## src/rtl/sevenseg_scan_ctrl_if.sv

```systemverilog
// Display-side bundle of the seven-segment scan controller: enable/value in,
// decoder nibble, digit selects and status out.
interface sevenseg_scan_ctrl_if #(
    parameter int num_digits = 4
);
    logic                      in_enable;
    logic [num_digits*4-1:0]   in_value;
    logic [3:0]                out_digit;
    logic [num_digits-1:0]     out_digit_sel;
    logic [2:0]                out_idx;
    logic                      out_frame;
    logic                      out_busy;

    // Datapath side: drives enable/value, observes the scan outputs.
    modport master (
        output in_enable, in_value,
        input  out_digit, out_digit_sel, out_idx, out_frame, out_busy
    );

    // Controller side.
    modport slave (
        input  in_enable, in_value,
        output out_digit, out_digit_sel, out_idx, out_frame, out_busy
    );
endinterface

```

## src/rtl/sevenseg_scan_ctrl.sv

```systemverilog
// Time-multiplexed scan controller for an N-digit seven-segment display.
// Each slot shows one snapshot nibble: a blanking interval first (selects off,
// decoder settling), then the digit select. The input value is captured once
// per frame so a frame never mixes two values.
module sevenseg_scan_ctrl #(
    parameter int num_digits     = 4,
    parameter int clk_div        = 1000,
    parameter int blank_cycles   = 8,
    parameter int sel_active_low = 0,
    parameter int lz_blank       = 1
) (
    input logic                 in_clk,
    input logic                 in_rst,
    sevenseg_scan_ctrl_if.slave bus
);

    typedef enum logic [1:0] {IDLE, BLANK, SHOW} state_t;

    localparam int              PW         = (clk_div > 1) ? $clog2(clk_div) : 1;
    localparam logic [PW-1:0]   P_LAST     = PW'(clk_div - 1);
    localparam logic [PW-1:0]   P_BLANK    = PW'(blank_cycles);
    localparam logic [2:0]      LAST_IDX   = 3'(num_digits - 1);
    localparam state_t          SLOT_START = (blank_cycles == 0) ? SHOW : BLANK;

    state_t                    state, state_next;
    logic [PW-1:0]             presc, presc_next;
    logic [2:0]                idx, idx_next;
    logic [num_digits*4-1:0]   snap, snap_next;
    logic                      frame_q, frame_next;

    logic [num_digits-1:0]     blanked;
    logic [num_digits-1:0]     sel_raw;
    logic                      tail_zero;

    // State register plus prescaler, digit index, snapshot and frame flag.
    always_ff @(posedge in_clk or negedge in_rst) begin
        if (!in_rst) begin
            state   <= IDLE;
            presc   <= '0;
            idx     <= '0;
            snap    <= '0;
            frame_q <= 1'b0;
        end else begin
            state   <= state_next;
            presc   <= presc_next;
            idx     <= idx_next;
            snap    <= snap_next;
            frame_q <= frame_next;
        end
    end

    // Next-state: slot sequencing, snapshot capture at frame start, enable
    // sampled only at slot boundaries so the running slot always completes.
    always_comb begin
        state_next = state;
        presc_next = presc;
        idx_next   = idx;
        snap_next  = snap;
        frame_next = 1'b0;
        case (state)
            IDLE: begin
                if (bus.in_enable) begin
                    snap_next  = bus.in_value;
                    idx_next   = '0;
                    presc_next = '0;
                    state_next = SLOT_START;
                    frame_next = 1'b1;
                end
            end
            default: begin
                if (presc == P_LAST) begin
                    presc_next = '0;
                    if (idx == LAST_IDX) begin
                        idx_next  = '0;
                        snap_next = bus.in_value;
                    end else begin
                        idx_next = idx + 3'd1;
                    end
                    if (bus.in_enable) begin
                        state_next = SLOT_START;
                        frame_next = (idx == LAST_IDX);
                    end else begin
                        state_next = IDLE;
                    end
                end else begin
                    presc_next = presc + 1'b1;
                    // Blanking ends when the prescaler reaches blank_cycles.
                    if (state == BLANK && presc_next == P_BLANK) begin
                        state_next = SHOW;
                    end
                end
            end
        endcase
    end

    // Outputs: nibble mux, leading-zero mask, one-hot select with polarity.
    always_comb begin
        bus.out_digit = '0;
        for (int unsigned k = 0; k < num_digits; k++) begin
            if (idx == 3'(k)) begin
                bus.out_digit = snap[k*4 +: 4];
            end
        end

        // Walk from the most significant digit down; a digit is blanked while
        // every nibble from it upwards is zero. Digit 0 is always shown.
        tail_zero = 1'b1;
        blanked   = '0;
        for (int unsigned i = 0; i < num_digits; i++) begin
            tail_zero = tail_zero & (snap[(num_digits-1-i)*4 +: 4] == 4'h0);
            if (lz_blank != 0 && (num_digits - 1 - i) != 0 && tail_zero) begin
                blanked[num_digits-1-i] = 1'b1;
            end
        end

        sel_raw = '0;
        for (int unsigned k = 0; k < num_digits; k++) begin
            sel_raw[k] = (state == SHOW) && (idx == 3'(k)) && !blanked[k];
        end

        bus.out_digit_sel = (sel_active_low != 0) ? ~sel_raw : sel_raw;
        bus.out_idx       = idx;
        bus.out_frame     = frame_q;
        bus.out_busy      = (state != IDLE);
    end

endmodule

```

## src/flat_wrapper.sv

```systemverilog
// flat-port wrapper written by rule: the top's interface ports become plain ports
module sevenseg_scan_ctrl_flat 
#(
    parameter int num_digits     = 4,
    parameter int clk_div        = 1000,
    parameter int blank_cycles   = 8,
    parameter int sel_active_low = 0,
    parameter int lz_blank       = 1
)
  (in_clk, in_rst, bus_in_enable, bus_in_value, bus_out_digit, bus_out_digit_sel, bus_out_idx, bus_out_frame, bus_out_busy);
  sevenseg_scan_ctrl_if #(.num_digits(num_digits)) bus_i ();
  input logic in_clk;
  input logic in_rst;
  input wire logic [$bits(bus_i.in_enable)-1:0] bus_in_enable;
  input wire logic [$bits(bus_i.in_value)-1:0] bus_in_value;
  output wire logic [$bits(bus_i.out_digit)-1:0] bus_out_digit;
  output wire logic [$bits(bus_i.out_digit_sel)-1:0] bus_out_digit_sel;
  output wire logic [$bits(bus_i.out_idx)-1:0] bus_out_idx;
  output wire logic [$bits(bus_i.out_frame)-1:0] bus_out_frame;
  output wire logic [$bits(bus_i.out_busy)-1:0] bus_out_busy;
  assign bus_i.in_enable = bus_in_enable;
  assign bus_i.in_value = bus_in_value;
  assign bus_out_digit = bus_i.out_digit;
  assign bus_out_digit_sel = bus_i.out_digit_sel;
  assign bus_out_idx = bus_i.out_idx;
  assign bus_out_frame = bus_i.out_frame;
  assign bus_out_busy = bus_i.out_busy;
  sevenseg_scan_ctrl #(.num_digits(num_digits), .clk_div(clk_div), .blank_cycles(blank_cycles), .sel_active_low(sel_active_low), .lz_blank(lz_blank)) u_core (.in_clk(in_clk), .in_rst(in_rst), .bus(bus_i));
endmodule
```

## config.mk

```make
export PLATFORM = sky130hd
export DESIGN_NAME = sevenseg_scan_ctrl_flat
export DESIGN_NICKNAME = d
export VERILOG_FILES = /design/src/rtl/sevenseg_scan_ctrl_if.sv /design/src/rtl/sevenseg_scan_ctrl.sv /design/src/flat_wrapper.sv
export SDC_FILE = /design/constraint.sdc
export NUM_CORES = 1
export LEC_CHECK = 0
export CORE_AREA = 2 2 63 65
export CTS_CLUSTER_DIAMETER = 80
export DETAILED_ROUTE_END_ITERATION = 7
export DIE_AREA = 0 0 65 67
export PLACE_DENSITY = 0.76
export SLEW_MARGIN = 10
export SYNTH_ARGS = -nofsm -noshare
export SYNTH_HDL_FRONTEND = slang
export SYNTH_SLANG_ARGS = --single-unit
export TNS_END_PERCENT = 50
```

## constraint.sdc

```tcl
create_clock -name in_clk -period 2.6 [get_ports in_clk]
set_input_delay 0.39 -clock in_clk [delete_from_list [all_inputs] [get_ports in_clk]]
set_output_delay 0.39 -clock in_clk [all_outputs]
set_load 0.03 [all_outputs]
```

== Yosys cells after proc, flatten, opt, wreduce, memory -nomap -nowiden ==
Index checks and enable logic that the tools add are counted.
Operators by class
  $add $sub $neg: 2
  equality and inequality tests: 8
  mux-type cells: 27
  bitwise logic cells: 2
  reductions and logical operators: 23
Operator list (count)
  $mux W16: 4
  $mux W10: 3
  $mux W4: 4
  $logic_not A4 Y1: 3
  $mux W3: 4
  $add A10 B1 Y10 const B: 1
  $eq A10 B10 Y1 const B: 1
  $eq A10 B4 Y1 const B: 1
  $logic_and A1 B1 Y1: 8
  $mux W1: 8
  $mux W2: 4
  $eq A3 B2 Y1 const B: 2
  $reduce_bool A2 Y1: 3
  $reduce_and A2 Y1: 2
  $add A3 B1 Y3 const B: 1
  $eq A3 B1 Y1 const B: 1
  $logic_not A1 Y1: 3
  $logic_not A3 Y1: 1
  $reduce_and A3 Y1: 1
  $reduce_bool A3 Y1: 1
  $and A1 B1 Y1: 2
  $eq A2 B1 Y1 const B: 1
  $eq A2 B2 Y1 const B: 1
  $logic_not A2 Y1: 1
  $ne A2 B2 Y1 const B: 1
Word-level totals
  flip-flop bits (word level): 32
  output and inout bits: 13
  logic and storage cells: 67

== Longest topological paths before layout ==
Gate-level depths: netlist of the first run.
  word-level depth: 6
  depth in mapped cells: 8
  depth with buffers taken out: 7

== Worst setup path before layout of the first run ==
OpenSTA, ideal clock, no wires.
  path kind: register to output
  from: reg u_core.idx[1], in the netlist u_core.bus.out_idx[1]
  to: out bus_out_digit[0]
  arrival time: 1783 ps
  data required time: 2210 ps
  path slack: 427 ps
  stages on the path, launching flop included: 8
  cells stage by stage: dfrtp_1 > inv_1 > ha_1 > nor2b_1 > a221oi_1 > nor3_1 > a21oi_1 > nor2_1
On the way
  cells in the longest elaborated chain, start to end: 5
RTL lines
  from (decl): RTL line sevenseg_scan_ctrl.sv:27  | logic [2:0] idx, idx_next;
  from (signal assigned): RTL line sevenseg_scan_ctrl.sv:46  | idx <= idx_next;
  $logic_not A3 Y1: RTL line sevenseg_scan_ctrl.sv:100  | if (idx == 3'(k)) begin
  $mux W4 (3 in a row): RTL line sevenseg_scan_ctrl.sv:100
  $mux W4 *: RTL line sevenseg_scan_ctrl.sv:100
  to (decl): RTL line flat_wrapper.sv:16  | output wire logic [$bits(bus_i.out_digit)-1:0] bus_out_digit;
Mark *: on every way between the ends. The rest lies on a longest branch, timed or not.

== Worst setup path in the final report of the first run ==
  from: reg u_core.idx[0], in the netlist u_core.bus.out_idx[0]
  to: out bus_out_digit_sel[2]
On the way
  cells in the longest elaborated chain, start to end: 3
RTL lines
  $eq A3 B2 Y1: RTL line sevenseg_scan_ctrl.sv:118  | sel_raw[k] = (state == SHOW) && (idx == 3'(k)) && !blanked[k];
  $logic_and A1 B1 Y1 (2 in a row): RTL line sevenseg_scan_ctrl.sv:118
  to (decl): RTL line flat_wrapper.sv:17  | output wire logic [$bits(bus_i.out_digit_sel)-1:0] bus_out_digit_sel;
No other way between the ends.

==> flow_metrics.env, run 1 <==
export IMPL_synth_cell_types=38
export IMPL_ys_async_sr_fraction_pct=100
export IMPL_die_w_um=65
export IMPL_post_cts_buffers=0
export IMPL_clk_latency_ns=0.29
export IMPL_nFillCells=294
export IMPL_crit_arrival_ns=2.07
export IMPL_worstPathCellList="inv_1 > ha_1 > nand2_1 > a21oi_1 > clkdlybuf4s50_1"
export IMPL_grt_met1_usage_pct=28.4
export IMPL_port_buffer_count=31
export IMPL_design_area_mm2=0.00228
export IMPL_die_area_mm2=0.00436
export IMPL_maxCapViolCount=0
export IMPL_drv_slew=0
export IMPL_use_met2_pct=35.4
export IMPL_place_congestion=1.00
export IMPL_max_slew_margin_pct=46.0
export IMPL_dp_hpwl_mm=3.11
export IMPL_grt_busiest_layer="met2"
export IMPL_synth_top_flop_cell="dfrtp_1"
export IMPL_ant_nets=0
export IMPL_dieHeight_um=67
export IMPL_viasPerCell=5.74
export IMPL_ys_ff_latch=32
export IMPL_place_area_mm2=0.00215
export IMPL_cts_path_max_buffers=2
export IMPL_endpoint="bus_out_digit_sel[2]"
export IMPL_r2r_slack_ns=0.46
export IMPL_synth_top_area_cell="dfrtp_1"
export IMPL_wl_per_cell_um=16.3
export IMPL_grt_ovfl_total=0
export IMPL_synthesis_area_mm2=0.00182
export IMPL_period_needed_ns=2.46
export IMPL_synth_edf_count=0
export IMPL_syn_area_per_cell_um2=10.0
export IMPL_layout_drive_gt1_share_pct=19.1
export IMPL_yosysWarnings=0
export IMPL_cts_buffers=5
export IMPL_synth_fp_nets=207
export IMPL_synthToLayoutAreaGrowth_pct=25.2
export IMPL_drcViolationCount=0
export IMPL_h_tree_depth=2
export IMPL_grt_pass1_vias=1429
export IMPL_yosysSeqAreaShare_pct=44.0
export IMPL_num_vias=1509
export IMPL_crit_required_ns=2.21
export IMPL_reg2regPathDepth=6
export IMPL_worst_slew_pin_slew_ns=0.807
export IMPL_drtPass1Iterations=4
export IMPL_cts_tree="built"
export IMPL_synth_top_area_share_pct=44.0
export IMPL_start_kind="flip-flop"
export IMPL_rsz0062_at_grt="no"
export IMPL_fin_nets=239
export IMPL_numClockSinks=32
export IMPL_grt_pass1_wl_mm=7.04
export IMPL_hold_viol=0
export IMPL_startpoint="u_core.bus.out_idx[0]"
export IMPL_status="complete, no violations"
export IMPL_initial_core_util_pct=50.5
export IMPL_cts_root_buf="clkbuf_8"
export IMPL_grt_antenna_before_repair=0
export IMPL_p_per_area_mw_per_mm2=943
export IMPL_rr_startpoint="u_core.presc[0]"
export IMPL_post_route_period_util_pct=94.6
export IMPL_ios=32
export IMPL_crit_fanout=9
export IMPL_fin_skew_ns=0.00489
export IMPL_fp_row_count=22
export IMPL_finalSetupTns_ns=0
export IMPL_cp_slowest_stage_delay_ns=0.69
export IMPL_grt_max_degree=33
export IMPL_p_leak_nw=0.924
export IMPL_grtUsageTotal_pct=21.9
export IMPL_antennaDiodeCount=0
export IMPL_synth_area_leaders="dfrtp_1 44%, mux2_4 8.2%, o21ai_0 4.4%"
export IMPL_r2r_end="u_core.snap[9]"
export IMPL_drt_total_wl_mm=4.28
export IMPL_gr_usage_met3_pct=6.25
export IMPL_peakVddDrop_mv=0.440
export IMPL_max_freq_ghz=0.407
export IMPL_first_iter_violations=125
export IMPL_clkSlewWorstSetupHoldPaths_ns=0.07
export IMPL_syn_inst=182
export IMPL_setup_viol=0
export IMPL_end_kind="output pin"
export IMPL_crit_type="flip-flop to output pin"
export IMPL_slowest_stage="clkdlybuf4s50_1"
export IMPL_core_area_mm2=0.00361
export IMPL_hold_class="primary input to async pin"
[state kept, by name (all words and copies together) (netlist names)]
| signal | count |
|---|---|
| u_core.state | 2 |
| u_core.bus.out_idx | 3 |
| u_core.snap | 16 |
| u_core.bus.out_frame | 1 |
| u_core.presc | 10 |
[per-stage QoR]
step | hold WS (ns) | power, mW | util [%] | setup slack, ns | instances
after floorplan | 0.0944 | 1.39 | - | 0.427 | 182
after global placement | 0.512 | 1.60 | 59.7 | 0.189 | 255
after detailed placement | 0.508 | 1.65 | 59.7 | 0.0266 | 255
after CTS | 0.505 | 2.15 | 63.1 | 0.0214 | 263
after global routing | 0.521 | 2.28 | 63.3 | 0.0292 | 263
final | 0.487 | 2.15 | 63.3 | 0.140 | 263
[metal layers]
layer  up-vias  share of wire, %
met2        53                49
met1       737                43
met3         9               5.8
met4         0               1.7
li1        710                 -
met5         -                 0
[how the worst min path moves through the flow]
stage / end
2_1_floorplan: u_core.bus.out_frame
6_report: u_core.presc[9]
4_1_cts: u_core.presc[5]
3_5_place_dp: u_core.snap[1]
3_3_place_gp: u_core.snap[1]
5_1_grt: u_core.presc[5]
[cell usage after synthesis (3+ instances only)]
| master | number |
|---|---|
| dfrtp_1 | 32 |
| nand2_1 | 20 |
| nor2_1 | 18 |
| o21ai_0 | 16 |
| mux2_4 | 10 |
| a21oi_1 | 7 |
| nor3_1 | 7 |
| ha_1 | 6 |
| mux2_2 | 6 |
| a31oi_1 | 5 |
| inv_1 | 5 |
| nand3_1 | 5 |
| nor2b_1 | 5 |
| a221oi_1 | 4 |
| buf_2 | 4 |
| nor4_1 | 3 |
| xnor2_1 | 3 |
[logic make-up (layout without fill, tap and decap cells)]
group,after synthesis,after routing,share of synthesized area (%)
fa+ha+maj,6,6,4.12
mux,17,17,12.5
simple gates,72,72,20.5
xor+xnor,5,5,2.40
flops,32,32,44.0
compound gates,38,38,12.9
buf+inv,12,45,3.64
[critical path, delay by kind of cell, from the launching register on]
kind,cells,cell delay [ns]
fa+ha+maj,1,0.33
buf+inv,2,0.80
compound gates,1,0.14
flops,1,0.44
simple gates,1,0.08
[layout by cell type (no fill, tap or decap), types with 2 or more instances in the layout]
| master | Yosys | routed |
|---|---|---|
| xor2_1 | 2 | 2 |
| a21oi_1 | 7 | 7 |
| ha_1 | 6 | 4 |
| clkdlybuf4s50_1 | 0 | 27 |
| a31oi_1 | 5 | 5 |
| inv_1 | 5 | 5 |
| nor2_1 | 18 | 18 |
| o31ai_1 | 2 | 2 |
| dlygate4sd2_1 | 0 | 2 |
| a221oi_1 | 4 | 3 |
| nand2_1 | 20 | 20 |
| mux2_2 | 6 | 6 |
| nor2b_1 | 5 | 4 |
| ha_2 | 0 | 2 |
| dfrtp_1 | 32 | 31 |
| nor3_1 | 7 | 7 |
| o21ai_0 | 16 | 16 |
| mux2_4 | 10 | 10 |
| and2_1 | 2 | 2 |
| clkbuf_8 | 0 | 7 |
| xnor2_1 | 3 | 3 |
| nor4_1 | 3 | 3 |
| clkbuf_2 | 0 | 2 |
| nand2b_1 | 2 | 2 |
| nand3_1 | 5 | 5 |
[final cells by class]
type	instances	area (um^2)	share of cell area, %
clock inverters	1	30.0	1.32
flip-flops and latches	32	802	35.2
repair buffers	32	305	13.4
inverters	5	18.8	0.823
clock buffers	7	96.3	4.22
well taps	48	60.1	2.63
multi-input cells	138	968	42.5
[power by group]
part           internal, mW  leakage, nW  switching (mW)  total [mW]
combinational         0.373        0.465           0.367       0.740
sequential            0.678        0.395           0.207       0.885
clock                 0.338       0.0645           0.187       0.525
total                  1.39        0.924           0.762        2.15
[timing repair]
item | 4_1_cts | 5_1_grt
hold buffers | 0 | 0
resized for setup | 5 | 8
endpoints found under the setup margin | 4 | 5
pin swaps | 0 | 0
Power figures use the tool's default switching activity.
==> inputs of run 2 (changes only) <==
- CELL_PAD_IN_SITES_DETAIL_PLACEMENT: not set -> 1
- CELL_PAD_IN_SITES_GLOBAL_PLACEMENT: not set -> 1
- CORE_AREA: 2 2 63 65 -> 2 2 69 71
- DIE_AREA: 0 0 65 67 -> 0 0 71 73
- PLACE_DENSITY: 0.76 -> not set
- PLACE_DENSITY_LB_ADDON: not set -> 0.1
- clock period: 2.6 -> 3.14 ns (I/O delays scaled with it)
==> flow_metrics.env, run 2 (synthesized netlist as in run 1, its figures left out) <==
export IMPL_status="complete, no violations"
export IMPL_max_freq_ghz=0.349
export IMPL_p_per_area_mw_per_mm2=789
export IMPL_dieHeight_um=73
export IMPL_fin_nets=239
export IMPL_timing_final_ws_setup_ns=0.276
export IMPL_crit_type="flip-flop to output pin"
export IMPL_rsz0062_at_grt="no"
export IMPL_peakVddDrop_mv=0.339
export IMPL_worstPathCellList="inv_1 > ha_1 > nor2b_2 > a221oi_1 > nor3_1 > a21oi_1 > nor2_1 > clkdlybuf4s50_1"
export IMPL_hold_depth=1
export IMPL_stdcell_count=269
export IMPL_clk_latency_ns=0.29
export IMPL_crit_arrival_ns=2.39
export IMPL_grt_pass1_vias=1647
export IMPL_fp_row_count=25
export IMPL_viasPerCell=5.55
export IMPL_r2r_slack_ns=0.97
export IMPL_h_tree_depth=2
export IMPL_place_ws_ns=0.513
export IMPL_reg2regPathDepth=6
export IMPL_final_common_cell="dfrtp_1"
export IMPL_fin_skew_ns=0.00373
export IMPL_period_needed_ns=2.86
export IMPL_grt_ovfl_total=0
export IMPL_ios=32
export IMPL_post_cts_buffers=0
export IMPL_numClockSinks=32
export IMPL_worstHoldStart="u_core.snap[2]"
export IMPL_layout_drive_gt1_share_pct=16.3
export IMPL_finalSetupTns_ns=0
export IMPL_synthToLayoutAreaGrowth_pct=26.0
export IMPL_post_route_period_util_pct=91.2
export IMPL_drt_total_wl_mm=4.98
export IMPL_p_leak_nw=0.953
export IMPL_end_kind="output pin"
export IMPL_wl_per_cell_um=18.5
export IMPL_die_area_mm2=0.00518
export IMPL_max_slew_margin_pct=44.1
export IMPL_drv_slew=0
export IMPL_cts_path_max_buffers=2
export IMPL_start_kind="flip-flop"
export IMPL_largest_register="u_core.snap"
export IMPL_maxCapViolCount=0
export IMPL_num_vias=1493
export IMPL_setup_viol=0
export IMPL_drtPass1Iterations=4
export IMPL_cts_resized=0
export IMPL_slowest_stage="clkdlybuf4s50_1"
export IMPL_cts_buffers=5
export IMPL_grtUsageTotal_pct=21.0
export IMPL_die_w_um=71
export IMPL_cp_slowest_stage_delay_ns=0.67
export IMPL_place_congestion=0.841
export IMPL_grt_antenna_before_repair=0
export IMPL_final_cell_mix="32 x dfrtp_1, 28 x clkdlybuf4s50_1, 20 x nand2_1, 18 x nor2_1, 16 x o21ai_0"
export IMPL_worst_slew_pin_slew_ns=0.836
export IMPL_whs_endpoint="u_core.snap[2]"
export IMPL_port_buffer_count=31
export IMPL_largest_reg_flops=16
export IMPL_hold_viol=0
export IMPL_first_iter_violations=56
export IMPL_drcViolationCount=0
export IMPL_antennaDiodeCount=0
export IMPL_total_power_mw=1.81
export IMPL_hold_class="flip-flop to flip-flop"
export IMPL_ant_nets=0
export IMPL_initial_core_util_pct=40.2
export IMPL_cts_tree="built"
export IMPL_dp_hpwl_mm=3.52
export IMPL_nFillCells=500
export IMPL_dp_cells=261
export IMPL_grt_max_degree=33
export IMPL_r2r_end="u_core.presc[8]"
export IMPL_clkSlewWorstSetupHoldPaths_ns=0.07
export IMPL_crit_fanout=6
export IMPL_cts_hold_buffers=0
export IMPL_rr_startpoint="u_core.presc[0]"
export IMPL_crit_required_ns=2.67
export IMPL_grt_pass1_wl_mm=8.20
export IMPL_cts_root_buf="clkbuf_8"
export IMPL_core_area_mm2=0.00454
## run 2: cell count changes in the layout (fill, tap and decap cells not counted), sizes merged
cell / previous run / this run
dlygate4sd2: 2 / 0
clkdlybuf4s50: 27 / 28
dlymetal6s2s: 0 / 3
clkbuf: 9 / 7
## run 2: worst max path at each step
stage / from / cells past startpoint / to
finish: u_core.bus.out_idx[1] / 8 / bus_out_digit[1]
global route: u_core.bus.out_idx[1] / 8 / bus_out_digit[1]
CTS: u_core.bus.out_idx[1] / 8 / bus_out_digit[3]
detailed placement: u_core.bus.out_idx[1] / 8 / bus_out_digit[3]
global placement: u_core.bus.out_idx[1] / 8 / bus_out_digit[0]
floorplan: u_core.bus.out_idx[1] / 7 / bus_out_digit[0]
## run 2: layout make-up
cell class,count,area (um^2),area share [%]
sequential,32,801,34.9
timing repair buffer,32,325,14.2
tap,54,67.6,2.94
clock buffer,7,96.3,4.20
multi-input combinational,138,957,41.7
clock inverter,1,30.0,1.31
inverter,5,18.8,0.817
## run 2: worst max-delay path, delay by kind of cell (launching register included)
kind	cells	cell delay, ns
buffers and inverters	2	0.76
and+or+nand+nor	3	0.46
DFF	1	0.42
adders and majority gates	1	0.28
AOI/OAI and AO/OA	2	0.18
## run 2: per-stage QoR
step	hold slack [ns]	instance area (um^2)	util [%]
after floorplan	0.175	1820	-
after CTS	0.533	2290	50.4
after detailed placement	0.516	2160	47.6
final	0.532	2300	50.6
after global placement	0.529	2160	47.6
after global routing	0.548	2300	50.6
## run 2: layer usage
metal / GRT usage [%] / share of wire [%]
met5: 0 / 0
met4: 9.22 / 2.1
met3: 4.97 / 4.1
met2: 39.7 / 54
met1: 22.2 / 40
## run 2: power breakdown
part / switching (mW) / internal (mW) / leakage, nW
Clock: 0.162 / 0.280 / 0.0645
Combinational: 0.315 / 0.329 / 0.492
Sequential: 0.163 / 0.561 / 0.397
Total: 0.640 / 1.17 / 0.953
